$ cat src/rtl/mips_pkg.sv
// ============================================================
// mips_pkg : shared core-wide widths and reset constants
// Rev 1.0
// ============================================================
`default_nettype none

package mips_pkg;
  localparam int             XLEN        = 32;
  localparam int             IMEM_ADDR_W = 10;
  localparam logic [XLEN-1:0] RESET_PC   = '0;
endpackage

`default_nettype wire

$ cat src/rtl/cmp_lt.sv
// ============================================================
// cmp_lt : two's-complement signed less-than comparator
// Rev 1.0
// ============================================================
`default_nettype none

module cmp_lt #(
  parameter int WIDTH = 32
) (
  input  logic [WIDTH-1:0] a,
  input  logic [WIDTH-1:0] b,
  output logic             lt
);
  assign lt = $signed(a) < $signed(b);
endmodule

`default_nettype wire

$ cat src/rtl/dff_en_ar.sv
// ============================================================
// dff_en_ar : load-enable register, asynchronous active-low reset
// Rev 1.0
// ============================================================
`default_nettype none

module dff_en_ar #(
  parameter int               WIDTH     = 32,
  parameter logic [WIDTH-1:0] RESET_VAL = '0
) (
  input  logic             clk,
  input  logic             rst_n,
  input  logic             en,
  input  logic [WIDTH-1:0] d,
  output logic [WIDTH-1:0] q
);
  always_ff @(posedge clk or negedge rst_n) begin
    if (!rst_n) begin
      q <= RESET_VAL;
    end else if (en) begin
      q <= d;
    end
  end
endmodule

`default_nettype wire

$ cat src/rtl/mux2.sv
// ============================================================
// mux2 : parameterized 2:1 multiplexer (sel=1 picks in1)
// Rev 1.0
// ============================================================
`default_nettype none

module mux2 #(
  parameter int WIDTH = 32
) (
  input  logic             sel,
  input  logic [WIDTH-1:0] in0,
  input  logic [WIDTH-1:0] in1,
  output logic [WIDTH-1:0] y
);
  assign y = sel ? in1 : in0;
endmodule

`default_nettype wire

$ cat src/rtl/pc_next_unit.sv
// ============================================================
// pc_next_unit : architectural PC register and next-PC selection
// Rev 1.0
// ============================================================
`default_nettype none

module pc_next_unit
  import mips_pkg::*;
#(
  parameter int               WIDTH    = XLEN,
  parameter int               ADDR_W   = IMEM_ADDR_W,
  parameter logic [WIDTH-1:0] RESET_PC = mips_pkg::RESET_PC
) (
  input  logic              clk,
  input  logic              rst,
  input  logic              enable,
  input  logic              Beq,
  input  logic              Bne,
  input  logic              BLTZ,
  input  logic              JMP,
  input  logic              JR,
  input  logic              JAL,
  input  logic              SH,
  input  logic              AluEqual,
  input  logic [WIDTH-1:0]  R1,
  input  logic [WIDTH-1:0]  I_imm,
  input  logic [WIDTH-1:0]  J_imm,
  input  logic [WIDTH-1:0]  pcand4,
  output logic              branch_ok,
  output logic [WIDTH-1:0]  pc_out,
  output logic [WIDTH-1:0]  normal_pc,
  output logic [ADDR_W-1:0] addr
);
  logic [WIDTH-1:0] branch_pc;
  logic [WIDTH-1:0] j_pc;
  logic [WIDTH-1:0] jump_pc;
  logic [WIDTH-1:0] seq_pc;
  logic [WIDTH-1:0] next_pc;
  logic             r1_neg;
  logic             bltz_taken;
  logic             unused_ctrl;

  // JAL only matters to the link-register write path; SH is reserved.
  assign unused_ctrl = JAL ^ SH;

  assign normal_pc = pc_out + WIDTH'(4);
  assign branch_pc = pcand4 + (I_imm << 2);
  // Plain index shift: upper PC bits are deliberately not spliced in.
  assign j_pc      = J_imm << 2;
  assign addr      = pc_out[ADDR_W+1:2];

  cmp_lt #(.WIDTH(WIDTH)) u_r1_lt_zero (
    .a  (R1),
    .b  ('0),
    .lt (r1_neg)
  );

  mux2 #(.WIDTH(1)) u_bltz_gate (
    .sel (BLTZ),
    .in0 (1'b0),
    .in1 (r1_neg),
    .y   (bltz_taken)
  );

  assign branch_ok = (Beq & AluEqual) | (Bne & ~AluEqual) | bltz_taken;

  mux2 #(.WIDTH(WIDTH)) u_jump_sel (
    .sel (JR),
    .in0 (j_pc),
    .in1 (R1),
    .y   (jump_pc)
  );

  mux2 #(.WIDTH(WIDTH)) u_branch_sel (
    .sel (branch_ok),
    .in0 (normal_pc),
    .in1 (branch_pc),
    .y   (seq_pc)
  );

  // Jumps take priority over a simultaneously taken branch.
  mux2 #(.WIDTH(WIDTH)) u_next_sel (
    .sel (JMP),
    .in0 (seq_pc),
    .in1 (jump_pc),
    .y   (next_pc)
  );

  dff_en_ar #(.WIDTH(WIDTH), .RESET_VAL(RESET_PC)) u_pc_reg (
    .clk   (clk),
    .rst_n (rst),
    .en    (enable),
    .d     (next_pc),
    .q     (pc_out)
  );
endmodule

`default_nettype wire

$ cat config.mk
export PLATFORM = sky130hd
export DESIGN_NAME = pc_next_unit
export DESIGN_NICKNAME = d
export VERILOG_FILES = /design/src/rtl/mips_pkg.sv /design/src/rtl/cmp_lt.sv /design/src/rtl/dff_en_ar.sv /design/src/rtl/mux2.sv /design/src/rtl/pc_next_unit.sv
export SDC_FILE = /design/constraint.sdc
export NUM_CORES = 1
export LEC_CHECK = 0
export ABC_AREA = 0
export CORE_MARGIN = 8
export CORE_UTILIZATION = 40
export DETAILED_ROUTE_END_ITERATION = 7
export HOLD_SLACK_MARGIN = 0.08
export PLACE_DENSITY_LB_ADDON = 0.2
export SLEW_MARGIN = 20
export SYNTH_ARGS = -nofsm -noshare
export SYNTH_HDL_FRONTEND = slang
export SYNTH_SLANG_ARGS = --single-unit
$ cat constraint.sdc
create_clock -name clk -period 5.3 [get_ports clk]
set_input_delay 1.06 -clock clk [delete_from_list [all_inputs] [get_ports clk]]
set_output_delay 1.06 -clock clk [all_outputs]
set_load 0.05 [all_outputs]
==> impl_metrics.env <==
export IMPL_hpwlAfterDp_um=13900
export IMPL_antenna_found_initial=0
export IMPL_max_freq_mhz=238
export IMPL_fp_coreArea_sq_um=10800
export IMPL_synth_edf_count=0
export IMPL_synthCells=560
export IMPL_pwr_share_clk_pct=10.5
export IMPL_ant_nets=0
export IMPL_syn_to_final_growth_pct=48.2
export IMPL_port_buffers=207
export IMPL_fin_crit_sh_pct=79.2
export IMPL_reg2reg_to="u_pc_reg.q[22]"
export IMPL_ys_seq_area_share_pct=18.2
export IMPL_synth_ff_type="dfrtp_1"
export IMPL_startpoint="u_pc_reg.q[2]"
export IMPL_cts_root_buf="clkbuf_8"
export IMPL_tns_ns=0
export IMPL_yosys_top_cells_count="48 x nor2_1, 46 x nand2_1, 41 x a21oi_1"
export IMPL_largestRegisters="u_pc_reg.q: 32 flops"
export IMPL_largest_reg_flops=32
export IMPL_finalMaxSlewViolations=0
export IMPL_dr_pass1_iters=5
export IMPL_first_global_vias=5093
export IMPL_die_w_um=121
export IMPL_finalSetupViolCount=0
export IMPL_finalHoldViolations=0
export IMPL_cts_sinks=32
export IMPL_vias_per_cell=5.69
export IMPL_end_kind="output pin"
export IMPL_pwr_share_seq_pct=21.5
export IMPL_critPathRequiredTime_ns=4.24
export IMPL_peakVddDrop_mv=0.171
export IMPL_cts_hold_buf=0
export IMPL_grt_max_degree=49
export IMPL_worstHoldPathType="flip-flop to flip-flop"
export IMPL_grt_pass1_wl_um=26600
export IMPL_netSwitchingPower_mw=0.881
export IMPL_start_util_pct=40.8
export IMPL_ys_ff_latch=32
export IMPL_ys_warn_count=0
export IMPL_drc=0
export IMPL_wl_per_cell_um=19.4
export IMPL_synth_top_area_cell="dfrtp_1"
export IMPL_worst_pin_slew_ns=1.15
export IMPL_r2r_slack_ns=2.89
export IMPL_cts_setup_buffers=0
export IMPL_status="complete, no violations"
export IMPL_netlist_top_cells_area="dfrtp_1 18%, ha_1 8.5%, xnor2_1 6.8%"
export IMPL_netSwitchingFraction_pct=51.9
export IMPL_insertion_delay_ns=0.28
export IMPL_cp_start_kind="flip-flop"
export IMPL_p_per_area_nw_per_um2=260
export IMPL_internal_power_mw=0.816
export IMPL_grt_ovfl_total=0
export IMPL_pin_count=214
export IMPL_placementRows=38
export IMPL_antenna_cells=0
export IMPL_cts_tree="built"
export IMPL_synth_area_per_cell_sq_um=7.86
export IMPL_fin_ws_ns=1.10
export IMPL_synth_nets=730
export IMPL_gp_congestion=0.925
export IMPL_rsz0062_at_grt="no"
export IMPL_clockBufferDepth=2
export IMPL_max_cap_viol_count=0
export IMPL_comb_power_share_pct=68.1
export IMPL_critPathArrivalTime_ns=3.14
export IMPL_via_count=4991
export IMPL_clk_pin_slew_worst_paths_ns=0.07
export IMPL_r2r_start="u_pc_reg.q[2]"
export IMPL_grt_use_total_pct=22.4
export IMPL_drt_iter0_drc=382
export IMPL_cts_buffers=5
export IMPL_cts_repair_resized=0
export IMPL_fin_crit_ns=4.20
export IMPL_synth_top_area_share_pct=18.2
export IMPL_die_h_um=121
export IMPL_nets=907
export IMPL_max_slew_margin_rel_pct=22.9
export IMPL_max_flop_register="u_pc_reg.q"
export IMPL_reg2reg_depth=9
export IMPL_yosysMostFrequentCell="nor2_1"
export IMPL_routed_wl_um=17000
export IMPL_clock_skew_ns=0.00415
export IMPL_dpl_worst_slack_ns=1.26
export IMPL_leakage_nw=2.65
export IMPL_synthDistinctLibCells=68
export IMPL_htreeDepth=2
export IMPL_die_area_sq_um=14600
export IMPL_cp_endpoint="normal_pc[22]"
export IMPL_drive_gt1_share_pct=7.19
export IMPL_cp_max_fo=7
export IMPL_async_reset_ff_share_pct=100
export IMPL_critical_path_class="flip-flop to output pin"
export IMPL_synth_area_sq_um=4400
-- worst max-delay path, stage by stage, from the launching register on --
cell             delay (ns)
dfrtp_1                0.47
ha_1                   0.26
nand2_1                0.09
nor2_2                 0.24
and2_1                 0.31
and3_1                 0.24
nand3_1                0.10
xnor2_1                0.26
clkdlybuf4s50_1        0.87
-- area by class of cell --
type / count / area, sq um
clock buffer: 6 / 72.6
clock inverter: 1 / 5.00
fill: 1020 / 4270
inverter: 15 / 56.3
multi-input combinational: 472 / 3320
sequential: 32 / 801
tap: 140 / 175
timing repair buffer: 211 / 2090
-- stage by stage --
stage | cells | total power, mW | area [sq um] | util [%] | hold WS [ns]
after detailed placement | 870 | 1.52 | 6450 | 59.7 | 0.549
after floorplan | 560 | 1.11 | 4400 | - | 0.764
after global routing | 877 | 1.79 | 6520 | 60.4 | 0.609
final | 877 | 1.70 | 6520 | 60.4 | 0.565
after CTS | 877 | 1.70 | 6520 | 60.4 | 0.571
after global placement | 870 | 1.51 | 6450 | 59.7 | 0.534
-- power groups by stage --
stage	registers (mW)	logic, mW	clock network [mW]
global placement	0.363	1.15	0
finish	0.365	1.15	0.177
floorplan	0.498	0.610	0
CTS	0.362	1.16	0.182
global route	0.372	1.22	0.197
detailed placement	0.366	1.16	0
-- worst min-delay path by stage --
stage | cells past startpoint | slack (ns) | from | end
2_1_floorplan | 0 | 0.76 | rst | u_pc_reg.q[0]
3_3_place_gp | 2 | 0.53 | u_pc_reg.q[0] | u_pc_reg.q[0]
3_5_place_dp | 2 | 0.55 | u_pc_reg.q[1] | u_pc_reg.q[1]
4_1_cts | 2 | 0.57 | u_pc_reg.q[1] | u_pc_reg.q[1]
5_1_grt | 1 | 0.61 | u_pc_reg.q[13] | u_pc_reg.q[13]
6_report | 2 | 0.57 | u_pc_reg.q[1] | u_pc_reg.q[1]
-- cells in the final DEF (no fill, tap or decap), drive strengths merged, types with 20 or more instances in the layout --
master / instances
dfrtp: 32
nor2: 51
a21oi: 44
clkdlybuf4s50: 205
xor2: 20
xnor2: 34
a21o: 21
o21ai: 35
ha: 30
nand3: 22
nand2: 48
-- layer usage --
| metal | track usage [%] | share of wire [%] | up-vias |
|---|---|---|---|
| met3 | 5.07 | 7.4 | 18 |
| met1 | 26.5 | 41 | 2350 |
| met2 | 39.5 | 49 | 201 |
| met4 | 6.48 | 2.2 | 0 |
| li1 | - | - | 2422 |
| met5 | 0 | 0 | - |
-- kinds of logic (layout without fill, tap and decap cells) --
| family | count (synthesis) | after routing | synth area share, % |
|---|---|---|---|
| simple gates | 171 | 171 | 19.3 |
| fa+ha+maj | 31 | 31 | 8.98 |
| buf+inv | 56 | 233 | 6.51 |
| mux | 33 | 33 | 7.90 |
| flops | 32 | 32 | 18.2 |
| xor+xnor | 54 | 54 | 10.7 |
| compound gates | 183 | 183 | 28.4 |
No activity file was read; power rests on OpenSTA's default activity.
